## src/rtl/led_sequencer.sv

```systemverilog
// led_sequencer
//   Drives an 8-LED bar from four 5-bit circulating lane registers. The bar
//   image is mirrored about its centre: LED7..LED4 show lanes 1..4 and
//   LED3..LED0 show lanes 4..1. A prescaler sets the step rate, and a mode
//   handshake selects one of four seed patterns.
//
// Ports
//   clk       in   system clock, rising edge active
//   rst       in   asynchronous active-high reset
//   start     in   begin sequencing from idle, or resume from hold
//   stop      in   pause a running sequence, or return to idle from hold
//   mode      in   [1:0] pattern select, captured on an accepted request
//   mode_req  in   mode-change request level
//   mode_ack  out  one-cycle acknowledge of an accepted request
//   speed     in   [SPEED_W-1:0] step period minus one, in clk cycles
//   dir       in   rotate direction, 0 = right, 1 = left
//   leds      out  [7:0] registered LED image
//   step      out  one-cycle pulse after each pattern advance
//   busy      out  registered, high whenever the sequencer is not idle
//
// State | meaning
// IDLE  | LEDs dark, lanes retained, waiting for start
// LOAD  | one cycle: lanes take the seeds of the current mode
// RUN   | prescaler counting, lanes rotate when it reaches speed
// HOLD  | lanes, LEDs and prescaler frozen

module led_sequencer #(
  parameter int SPEED_W = 4
) (
  input  logic               clk,
  input  logic               rst,
  input  logic               start,
  input  logic               stop,
  input  logic [1:0]         mode,
  input  logic               mode_req,
  output logic               mode_ack,
  input  logic [SPEED_W-1:0] speed,
  input  logic               dir,
  output logic [7:0]         leds,
  output logic               step,
  output logic               busy
);

  typedef enum logic [1:0] {
    IDLE = 2'd0,
    LOAD = 2'd1,
    RUN  = 2'd2,
    HOLD = 2'd3
  } state_t;

  localparam logic [SPEED_W-1:0] PRESC_ONE = {{(SPEED_W-1){1'b0}}, 1'b1};

  state_t             state;
  state_t             state_nx;
  logic [4:0]         l1;
  logic [4:0]         l2;
  logic [4:0]         l3;
  logic [4:0]         l4;
  logic [SPEED_W-1:0] presc;
  logic [1:0]         mode_cur;
  logic               pending;

  logic               accept;
  logic               tick;
  logic               do_load;
  logic               do_rot;
  logic               presc_inc;
  logic               clr_leds;
  logic               pend_set;
  logic               pend_clr;

  logic [19:0]        seed_vec;
  logic [4:0]         r1;
  logic [4:0]         r2;
  logic [4:0]         r3;
  logic [4:0]         r4;

  // Seeds packed as {L1, L2, L3, L4}.
  function automatic logic [19:0] seeds_of(input logic [1:0] m);
    logic [19:0] s;
    case (m)
      2'd0:    s = {5'b10001, 5'b10100, 5'b10010, 5'b11000};
      2'd1:    s = {5'b00001, 5'b00001, 5'b00001, 5'b00001};
      2'd2:    s = {5'b00001, 5'b00010, 5'b00100, 5'b01000};
      default: s = {5'b10101, 5'b01010, 5'b10101, 5'b01010};
    endcase
    return s;
  endfunction

  function automatic logic [4:0] rotate(input logic [4:0] v, input logic left);
    return left ? {v[3:0], v[4]} : {v[0], v[4:1]};
  endfunction

  function automatic logic [7:0] image(input logic [4:0] a, input logic [4:0] b,
                                       input logic [4:0] c, input logic [4:0] d);
    return {a[0], b[0], c[0], d[0], d[0], c[0], b[0], a[0]};
  endfunction

  // A request held high is only taken while no acknowledge is showing, so
  // a level request is accepted at most every other cycle.
  assign accept   = mode_req & ~mode_ack;
  // The >= compare lets a speed reduction mid-count fire at once instead of
  // letting the prescaler wrap.
  assign tick     = (presc >= speed);

  assign seed_vec = seeds_of(mode_cur);
  assign r1       = rotate(l1, dir);
  assign r2       = rotate(l2, dir);
  assign r3       = rotate(l3, dir);
  assign r4       = rotate(l4, dir);

  always_ff @(posedge clk or posedge rst) begin
    if (rst) begin
      state <= IDLE;
    end else begin
      state <= state_nx;
    end
  end

  always_comb begin
    state_nx  = state;
    do_load   = 1'b0;
    do_rot    = 1'b0;
    presc_inc = 1'b0;
    clr_leds  = 1'b0;
    pend_set  = 1'b0;
    pend_clr  = 1'b0;
    case (state)
      IDLE: begin
        if (start && !stop) begin
          state_nx = LOAD;
        end
      end
      LOAD: begin
        do_load  = 1'b1;
        pend_clr = 1'b1;
        // A mode taken during LOAD is only latched on this edge, so LOAD
        // runs once more to pick up its seeds.
        state_nx = accept ? LOAD : RUN;
      end
      RUN: begin
        // Reload outranks stop; neither lets the lanes advance this edge.
        if (accept) begin
          state_nx = LOAD;
        end else if (stop) begin
          state_nx = HOLD;
        end else if (tick) begin
          do_rot = 1'b1;
        end else begin
          presc_inc = 1'b1;
        end
      end
      HOLD: begin
        if (stop) begin
          state_nx = IDLE;
          clr_leds = 1'b1;
          pend_clr = 1'b1;
        end else begin
          if (accept) begin
            pend_set = 1'b1;
          end
          if (start) begin
            state_nx = (pending || accept) ? LOAD : RUN;
          end
        end
      end
      default: begin
        state_nx = IDLE;
      end
    endcase
  end

  always_ff @(posedge clk or posedge rst) begin
    if (rst) begin
      l1       <= '0;
      l2       <= '0;
      l3       <= '0;
      l4       <= '0;
      presc    <= '0;
      mode_cur <= '0;
      pending  <= 1'b0;
      leds     <= '0;
      step     <= 1'b0;
      mode_ack <= 1'b0;
      busy     <= 1'b0;
    end else begin
      busy     <= (state_nx != IDLE);
      step     <= do_rot;
      mode_ack <= accept;
      if (accept) begin
        mode_cur <= mode;
      end

      if (pend_clr) begin
        pending <= 1'b0;
      end else if (pend_set) begin
        pending <= 1'b1;
      end

      if (do_load) begin
        l1    <= seed_vec[19:15];
        l2    <= seed_vec[14:10];
        l3    <= seed_vec[9:5];
        l4    <= seed_vec[4:0];
        leds  <= image(seed_vec[19:15], seed_vec[14:10], seed_vec[9:5], seed_vec[4:0]);
        presc <= '0;
      end else if (do_rot) begin
        l1    <= r1;
        l2    <= r2;
        l3    <= r3;
        l4    <= r4;
        leds  <= image(r1, r2, r3, r4);
        presc <= '0;
      end else if (presc_inc) begin
        presc <= presc + PRESC_ONE;
      end

      if (clr_leds) begin
        leds <= '0;
      end
    end
  end

endmodule

```

## config.mk

```make
export PLATFORM = sky130hd
export DESIGN_NAME = led_sequencer
export DESIGN_NICKNAME = d
export VERILOG_FILES = /design/src/rtl/led_sequencer.sv
export SDC_FILE = /design/constraint.sdc
export NUM_CORES = 1
export LEC_CHECK = 0
export CORE_ASPECT_RATIO = 0.9
export CORE_MARGIN = 2
export CORE_UTILIZATION = 40
export DETAILED_ROUTE_END_ITERATION = 8
export GPL_ROUTABILITY_DRIVEN = 0
export PLACE_DENSITY = 0.6
export RECOVER_POWER = 25
export SYNTH_ARGS = -nofsm -noshare
export SYNTH_HDL_FRONTEND = slang
export SYNTH_SLANG_ARGS = --single-unit
export TNS_END_PERCENT = 1
```

## constraint.sdc

```tcl
create_clock -name clk -period 2.5 [get_ports clk]
set_input_delay 0.5 -clock clk [delete_from_list [all_inputs] [get_ports clk]]
set_output_delay 0.5 -clock clk [all_outputs]
set_load 0.03 [all_outputs]
```

# After elaboration in Yosys (flattened, before gate mapping)
# Cells that the tools add are included.
# totals
input_bits	12
reg_bits	40
out_inout_bits	11
# classes
n_eq_ne	5
addsub	1
bitwise_logic	2
magnitude_cmp	1
n_reduce_logical	10
muxes	44
# ops
cell	n
two-way mux 5 bit	12
case mux 20 bit (3 select lines)	1
two-way mux 8 bit	3
two-way mux 1 bit	16
two-way mux 2 bit	7
two-way mux 4 bit	3
case mux 2 bit (4 select lines)	1
equality test 2 bit (second input constant)	3
nonzero test 2 bit	3
nonzero test 3 bit	2
adder 4 x 1 -> 4 bit (second input constant)	1
equality test 2 x 1 -> 1 bit (second input constant)	2
>= comparator 4 bit	1
logical NOT 2 bit	2
case mux 1 bit (2 select lines)	1
AND 1 bit	1
logical AND 1 bit	1
logical NOT 1 bit	1
logical OR 1 bit	1
inverter 1 bit	1

# Logic depth before layout (Yosys ltp)
# logic_depth
depth_word	8
depth_mapped	7

# Worst setup path after synthesis
# OpenSTA, ideal clock, no wires.
# synth_timing
path_kind	in2reg
startpoint	in speed[0]
endpoint	reg leds[5]
setup_ps	125
cell_stages	5
path_slack_ps	443
arrival_time_ps	1932
cell_sequence	ha_1 -> nor3b_1 -> o21ai_1 -> a21oi_2 -> mux2_2
# synth_between
elab_chain_cells	6
# synth_rtl
item	line_no	source
start, declared	37	input logic [SPEED_W-1:0] speed,
>= comparator 4 bit	104	assign tick = (presc >= speed);
two-way mux 1 bit	147	end else if (tick) begin
two-way mux 1 bit	145	end else if (stop) begin
two-way mux 1 bit	143	if (accept) begin
two-way mux 1 bit	128	case (state)
nonzero test 3 bit (no line)	--	
end signal, assigned	205	leds <= image(seed_vec[19:15], seed_vec[14:10], seed_vec[9:5], seed_vec[4:0]);
end signal, assigned	212	leds <= image(r1, r2, r3, r4);
end, declared	39	output logic [7:0] leds,
# Every way passes these cells.
# A chain may end at the register's enable or synchronous reset.

# Final worst setup path
# Ends and elaborated chain as after synthesis.

==> reports/results.ini <==
[setup_path]
crit_path_end_kind = register
r2r-start = presc[0]
critPathLaunchType = input port
crit_start = speed[0]
reg2reg_slack_ns = 0.43
crit_fanout = 5
required_ns = 2.66
path_class = input port to register
cp.arrival_ns = 2.38

[global_route]
grt_pass1_wl_mm = 7.37
grt_pass1_vias = 1453
gr-usage-all-layers_pct = 16.6
grt_overflow = 0
antenna_found_initial = 0
grt_max_degree = 37

[yosys]
synth_edf_count = 0
syn_inst = 193
netlist_area_sq_um = 2100
yosysTopAreaCellShare_pct = 43.0
ys_warn_count = 0
post-synth-top-area-cell = dfrtp_1
syn_area_per_cell_sq_um = 10.9
synth.distinct_cells = 42
syn_nets = 215
ys_seq_area_share_pct = 43.0
async_reset_ff_share_pct = 100
synth.area.top_cells = dfrtp_1 (43%), mux2i_1 (11%), ha_1 (6.0%)
ys_ff_latch = 36
synth_flop_cell = dfrtp_1

[clocking]
cts_tree = built
cts_max_level = 2
clock-sinks = 36
clock-root-buffer = clkbuf_8
cts_buffers = 5
hold_buffers = 0
cts.path.max_buffers = 2
cts.clk_slew.worst_paths_ns = 0.07
cts_setup_buffers = 0
clk_latency_ns = 0.28
cts_resized = 0

[detailed_routing]
wl_per_cell_um = 15.4
ant_nets = 0
drt_iter0_drc = 72
drtPass1Iterations = 4
drc = 0
vias = 1491
viasPerCell = 5.21
wirelength_mm = 4.39

[layout]
final_cell_area_sq_um = 2470
final_cell_mix = dfrtp_1 (36), mux2i_1 (22), clkdlybuf4s50_1 (21), a21oi_1 (18), buf_4 (13)
antennaDiodeCount = 0
drive_above_1_share_pct = 18.1
final_nets = 243
syn2layout_area_growth_pct = 18.0
final_cell_count_no_fill = 286
n_fill_cell = 460
layout_commonest_cell = dfrtp_1

[timing]
fin_tns_setup_ns = 0
min_period_over_period_pct = 88.6
holdWs_ns = 0.527
finalClockSkew_ns = 0.0117
tightest_slew_ns = 0.894
rsz0062_at_grt = false
period_minus_slack_ns = 2.22
finalMaxSlewViolations = 0
setup_viol = 0
finalHoldViolCount = 0
maxSlewHeadroom_pct = 40.4
max_freq_mhz = 451

[power_and_ir_drop]
power_mw = 2.79
p_sw_mw = 1.10
power_density_nw_per_um2 = 1130
irDropWorstVdd_v = 0.000451
p_seq_share_pct = 36.2
p_comb_share_pct = 50.0
p_int_mw = 1.69
clockPowerShare_pct = 13.8
leakage_nw = 1.13
switching_share_pct = 39.5

[die]
fp.dieArea_sq_um = 5840
die_h_um = 72.7
die_width_um = 80.3
ios = 23
rows = 24
core_area_sq_um = 4950
start_util_pct = 42.3

[worst_hold_path]
min_from = l1[0]
hp-class = register to register

[place]
dp.cells = 279
dp_hpwl_mm = 3.31
placed_area_sq_um = 2400
numPortBuffers = 22

[run_status]
status = completed

[job]
maxCapViolCount = 0

[per-layer routing]
| metal | wire [um] | track usage (%) | up-vias | part of all wire [%] |
|---|---|---|---|---|
| li1 | - | - | 741 | - |
| met1 | 2130 | 23.3 | 719 | 48 |
| met2 | 2070 | 26.3 | 27 | 47 |
| met3 | 144 | 2.97 | 4 | 3.3 |
| met4 | 48 | 5.08 | 0 | 1.1 |
| met5 | 0 | 0 | - | 0 |
[synthesized netlist by cell type (7+ instances only)]
cell and instances:
mux2_2 7, a21oi_1 18, nand2_1 9, mux2_4 7, dfrtp_1 36, ha_1 10, inv_1 10, mux2i_1 22
o21ai_0 8
[stage by stage]
| step | util, % | setup WS [ns] |
|---|---|---|
| after floorplan | - | 0.443 |
| after global placement | 48.4 | 0.0711 |
| after detailed placement | 48.4 | -0.0127 |
| after CTS | 50.0 | 0.284 |
| after global routing | 49.9 | 0.141 |
| final | 49.9 | 0.285 |
[worst max-delay path, stage by stage]
cell             delay [ns]
clkdlybuf4s50_1        0.41
ha_1                   0.29
nor3b_1                0.30
buf_4                  0.17
o21ai_1                0.15
a21oi_2                0.20
mux2_2                 0.36
[registers in the layout (all words and copies together) (netlist names)]
signal    count
l3            5
l1            5
mode_ack      1
mode_cur      2
state         2
l2            5
busy          1
step          1
l4            5
presc         4
pending       1
leds          4
[final cells by class]
cell class	count	area (sq um)	area share (%)
inverter	10	37.5	1.52
sequential	36	901	36.4
timing repair buffer	36	323	13.1
tap	65	81.3	3.29
multi-input combinational	132	1050	42.6
clock inverter	1	5.00	0.202
clock buffer	6	72.6	2.93
[power by group through the flow]
stage / sequential (mW) / combinational, mW / clock, mW
4_1_cts: 1.01 / 1.40 / 0.400
2_1_floorplan: 1.00 / 1.07 / 0
3_5_place_dp: 1.02 / 1.40 / 0
5_1_grt: 1.04 / 1.52 / 0.422
3_3_place_gp: 1.00 / 1.37 / 0
6_report: 1.01 / 1.39 / 0.386
[path summary, 6_finish.rpt]
check | endpoint | cells after the start
min in group asynchronous | busy | 3
max in group asynchronous | l2[1] | 3
worst min-delay path | l1[0] | 1
worst max-delay path | leds[5] | 7
worst min register to register | l1[0] | 1
worst max register to register | leds[5] | 7
[cells by family after synthesis]
logic type / after synthesis / synth area share, %
AO/OA/AOI/OAI: 48 / 14.7
AND/OR/NAND/NOR: 37 / 9.90
multiplexers: 36 / 19.3
flip-flops: 36 / 43.0
buffers and inverters: 25 / 6.80
adder cells (fa/ha/maj): 10 / 5.97
XOR/XNOR: 1 / 0.418
No activity file was read; power rests on OpenSTA's default activity.
